==> config.mk <==
export PLATFORM = sky130hd
export DESIGN_NAME = hazard_scoreboard
export DESIGN_NICKNAME = d
export VERILOG_FILES = /design/src/rtl/hazard_scoreboard.sv
export SDC_FILE = /design/constraint.sdc
export NUM_CORES = 1
export LEC_CHECK = 0
export CAP_MARGIN = 20
export CORE_UTILIZATION = 30
export CTS_CLUSTER_DIAMETER = 60
export DETAILED_ROUTE_END_ITERATION = 16
export GPL_ROUTABILITY_DRIVEN = 0
export PLACE_DENSITY = 0.51
export SYNTH_ARGS = -nofsm -noshare
export SYNTH_HDL_FRONTEND = slang
export SYNTH_SLANG_ARGS = --single-unit
==> constraint.sdc <==
create_clock -name clk -period 2.6 [get_ports clk]
set_input_delay 0.52 -clock clk [delete_from_list [all_inputs] [get_ports clk]]
set_output_delay 0.52 -clock clk [all_outputs]
set_load 0.03 [all_outputs]
==> src/rtl/hazard_scoreboard.sv <==
// Hazard / forwarding scoreboard for the in-order pipeline: tracks in-flight
// register writes past decode and picks a forwarding source or stall per operand.
module hazard_scoreboard #(
    parameter int REG_AW      = 3,
    parameter int NUM_SRC     = 2,
    parameter int DEPTH       = 2,
    parameter int LOAD_STAGE  = 1,
    parameter int ZERO_REG_EN = 0,
    parameter int CNT_W       = 16,
    parameter int SEL_W       = $clog2(DEPTH + 1)
) (
    input  logic                       clk,
    input  logic                       rst_n,
    input  logic                       id_valid,
    input  logic [NUM_SRC*REG_AW-1:0]  id_src_addr,
    input  logic [NUM_SRC-1:0]         id_src_used,
    input  logic [REG_AW-1:0]          id_dst_addr,
    input  logic                       id_dst_wr,
    input  logic                       id_is_load,
    input  logic                       flush,
    input  logic                       mem_done,
    output logic                       stall,
    output logic                       freeze,
    output logic [NUM_SRC*SEL_W-1:0]   fwd_sel,
    output logic [CNT_W-1:0]           stall_cnt
);

    logic [DEPTH-1:0]   vld;
    logic [REG_AW-1:0]  dst [DEPTH];
    logic [SEL_W-1:0]   rdy [DEPTH];

    logic [NUM_SRC-1:0]        haz;
    logic [NUM_SRC*SEL_W-1:0]  sel;
    logic [REG_AW-1:0]         addr;
    logic                      hz;

    // Scan oldest to youngest so the youngest matching entry overrides.
    always_comb begin
        haz  = '0;
        sel  = '0;
        addr = '0;
        for (int s = 0; s < NUM_SRC; s++) begin
            addr = id_src_addr[s*REG_AW +: REG_AW];
            for (int k = DEPTH - 1; k >= 0; k--) begin
                if (id_valid && id_src_used[s] && vld[k] && (dst[k] == addr) &&
                    !((ZERO_REG_EN != 0) && (addr == '0))) begin
                    if (SEL_W'(k) >= rdy[k]) begin
                        sel[s*SEL_W +: SEL_W] = SEL_W'(k + 1);
                        haz[s]                = 1'b0;
                    end else begin
                        sel[s*SEL_W +: SEL_W] = '0;
                        haz[s]                = 1'b1;
                    end
                end
            end
        end
    end

    assign hz      = (|haz) & ~flush;
    assign stall   = ~rst_n | hz | ~mem_done;
    assign freeze  = ~mem_done;
    assign fwd_sel = rst_n ? sel : '0;

    always_ff @(posedge clk or negedge rst_n) begin
        if (!rst_n) begin
            vld       <= '0;
            stall_cnt <= '0;
            for (int k = 0; k < DEPTH; k++) begin
                dst[k] <= '0;
                rdy[k] <= '0;
            end
        end else if (mem_done) begin
            // A stalled or flushed decode slot enters EX as a bubble.
            vld[0] <= id_valid & id_dst_wr & ~flush & ~hz;
            dst[0] <= id_dst_addr;
            rdy[0] <= id_is_load ? SEL_W'(LOAD_STAGE) : '0;
            for (int k = 1; k < DEPTH; k++) begin
                vld[k] <= vld[k-1];
                dst[k] <= dst[k-1];
                rdy[k] <= rdy[k-1];
            end
            if (hz && (stall_cnt != {CNT_W{1'b1}}))
                stall_cnt <= stall_cnt + 1'b1;
        end
    end

endmodule

==> metrics.csv <==
stage,metric,value,unit
run_status,status,"finished, final reports clean",
floorplan,core_area,0.004324,sq mm
clocking,clock_sinks,25,
detailed_routing,ant_nets,0,
power_and_ir_drop,power.internal,0.5758,mW
sta,fin_tns_setup,0,ns
sta,timing.hold.ws,0.4939,ns
clocking,cts_root_buf,clkbuf_8,
floorplan,die_w,69.02,um
finish,area_delta_synth_final,39.28,%
job,maxCapViolCount,0,
finish,final_common_cell,clkdlybuf4s50_1,
synthesis,synth_edf_count,0,
synthesis,ys_ff_latch,25,
finish,nets,187,
critical_path,cp.arrival,1.95,ns
detailed_routing,drtIter0Drc,76,
sta,finalClockSkew,0.001017,ns
sta,setup_violations,0,
power_and_ir_drop,power.share.sequential,55.2,%
global_route,grt_pass1_vias,1060,
critical_path,start_kind,input pin,
critical_path,crit_type,in2out,
sta,fmaxAchievable,404.6,MHz
floorplan,ios,40,
global_route,grt_pass1_wl,5257,um
power_and_ir_drop,clockPowerShare,29.9,%
placed_design,port-buffer-count,39,
floorplan,start_util,31.16,%
sta,slew_viol_final,0,
global_route,overflow,0,
global_route,antenna_found_initial,0,
synthesis,synthArstFlopShare,100.0,%
sta,worstMarginPinSlew,0.5204,ns
clocking,cts_max_level,1,
clocking,cts.clk_slew.worst_paths,0.08,ns
synthesis,yosysWarnings,0,
floorplan,rows,24,
detailed_routing,wl_per_cell,13.88,um
critical_path,path_cells,"clkdlybuf4s50_1, xor2_1, nor4_4, o21ai_2, nand3_1, buf_4",
finish,layout-drive-gt1-share,18.56,%
power_and_ir_drop,power_density,409.6,mW/mm^2
critical_path,cp_slowest_stage_delay,0.51,ns
critical_path,critPathMaxFanout,5,
finish,num_antenna_cells,0,
power_and_ir_drop,power_leakage,0.8381,nW
placed_design,dp_hpwl,2375,um
floorplan,die_h,69.02,um
sta,fin_crit_sh,95.07,%
synthesis,syn_area_per_cell,11.32,sq um
detailed_routing,routed_wl,3040,um
clocking,numCtsBuffers,3,
global_route,gr-usage-all-layers,13.86,%
synthesis,yosysUniqueCellTypes,28,
synthesis,synth_nets,138,
synthesis,synthFlopType,dfrtp_1,
finish,fin_util,43.40,%
hold_path,hp-class,reg2reg,
critical_path,crit_required,2.08,ns
clocking,cts_tree,built,
power_and_ir_drop,p_sw,0.1930,mW
synthesis,netlist_area,0.001348,sq mm
finish,final_cell_mix,"clkdlybuf4s50_1 (32), dfrtp_1 (25), xor2_1 (19)",
synthesis,synth.top_cell.area_share,46.43,%
detailed_routing,vias,1082,
sta,rsz0062_at_grt,no,
sta,finalHoldViolations,0,
sta,min_period,2.472,ns
placed_design,placed_area,0.001814,sq mm
synthesis,syn-instance-count,119,
clocking,clkLatencyLatePin,0.26,ns
synthesis,synth-seq-area-share,46.43,%
synthesis,yosys.area.top_type,dfrtp_1,
detailed_routing,via_per_inst,4.941,
power_and_ir_drop,peakVddDrop,0.0002531,V
critical_path,cp_slowest_cell,clkdlybuf4s50_1,
floorplan,dieArea,0.004764,sq mm
critical_path,cp-end-kind,output pin,
global_route,grt_max_degree,29,
power_and_ir_drop,p_sw_share,25.10,%
critical_path,path_buf_inv,2,
clocking,cts.path.max_buffers,2,
detailed_routing,first_pass_iters,4,
sta,slew_headroom,65.15,%
finish,finalInstanceArea,0.001877,sq mm
detailed_routing,drc_errors,0,
synthesis,synth_area_leaders,"dfrtp_1 (46%), xor2_1 (12%), mux2_2 (7.5%)",
critical_path,cp_top_family,buffers and inverters,
power_and_ir_drop,combPwrFrac,14.9,%
area by class of cell:
| class | count | area (sq um) |
|---|---|---|
| clock buffer | 4 | 45.04 |
| multi-input combinational | 90 | 706.9 |
| tap | 52 | 65.06 |
| inverter | 3 | 11.26 |
| fill | 441 | 2447 |
| sequential | 25 | 625.6 |
| timing repair buffer | 45 | 422.9 |
final timing paths:
kind,from,to,slack (ns),cells past startpoint
worst max register to register,dst[4],stall_cnt[1],0.62,6
worst min register to register,stall_cnt[14],stall_cnt[14],0.49,1
max in group asynchronous,rst_n,stall_cnt[10],1.62,2
worst max-delay path,id_src_addr[1],stall,0.13,6
min in group asynchronous,rst_n,stall_cnt[12],0.71,2
worst min-delay path,stall_cnt[14],stall_cnt[14],0.49,1
what timing repair did:
action	4_1_cts	5_1_grt
setup buffers	0	2
hold buffers	0	0
setup endpoints to repair	0	1
resized for setup	0	1
power groups by stage:
stage	clock network, mW	logic, mW	registers [mW]
finish	0.230	0.114	0.425
global route	0.262	0.124	0.428
CTS	0.249	0.116	0.425
detailed placement	0	0.116	0.433
global placement	0	0.115	0.432
floorplan	0	0.0576	0.431
Yosys cell counts (2+ instances only):
master	n
inv_1	3
xor2_1	19
nor3_1	8
nor2_1	6
nand4_1	5
nor4_4	2
mux2_2	9
xnor2_1	8
and3b_1	2
nand3_1	9
dfrtp_1	25
nor4_1	2
nand2_1	5
o211ai_1	2
state kept, by name, indices dropped and copies added, names as in the netlist:
signal	cells
stall_cnt	16
dst	6
vld	2
rdy	1
cell families after synthesis:
| kind of cell | after synthesis | synth area share (%) |
|---|---|---|
| and+or+nand+nor | 48 | 23.21 |
| xor gates and xnor gates | 27 | 17.55 |
| DFF | 25 | 46.43 |
| muxes | 9 | 7.521 |
| AOI/OAI and AO/OA | 5 | 3.250 |
| buffers and inverters | 4 | 1.114 |
| adders and majority gates | 1 | 0.9284 |
per-layer routing:
| layer | track usage, % | part of all wire [%] |
|---|---|---|
| met4 | 2.041 | 0.39 |
| met5 | 0 | 0 |
| met3 | 4.094 | 4.1 |
| met1 | 18.48 | 47 |
| met2 | 22.65 | 48 |
per-stage QoR:
stage | setup slack, ns | power [mW] | cells
floorplan | 0.6076 | 0.4881 | 119
global placement | 0.1093 | 0.5466 | 213
detailed placement | 0.06938 | 0.5489 | 213
CTS | 0.06923 | 0.7904 | 217
global route | 0.02136 | 0.8144 | 219
finish | 0.1282 | 0.7688 | 219
(Power assumes the default switching activity.)
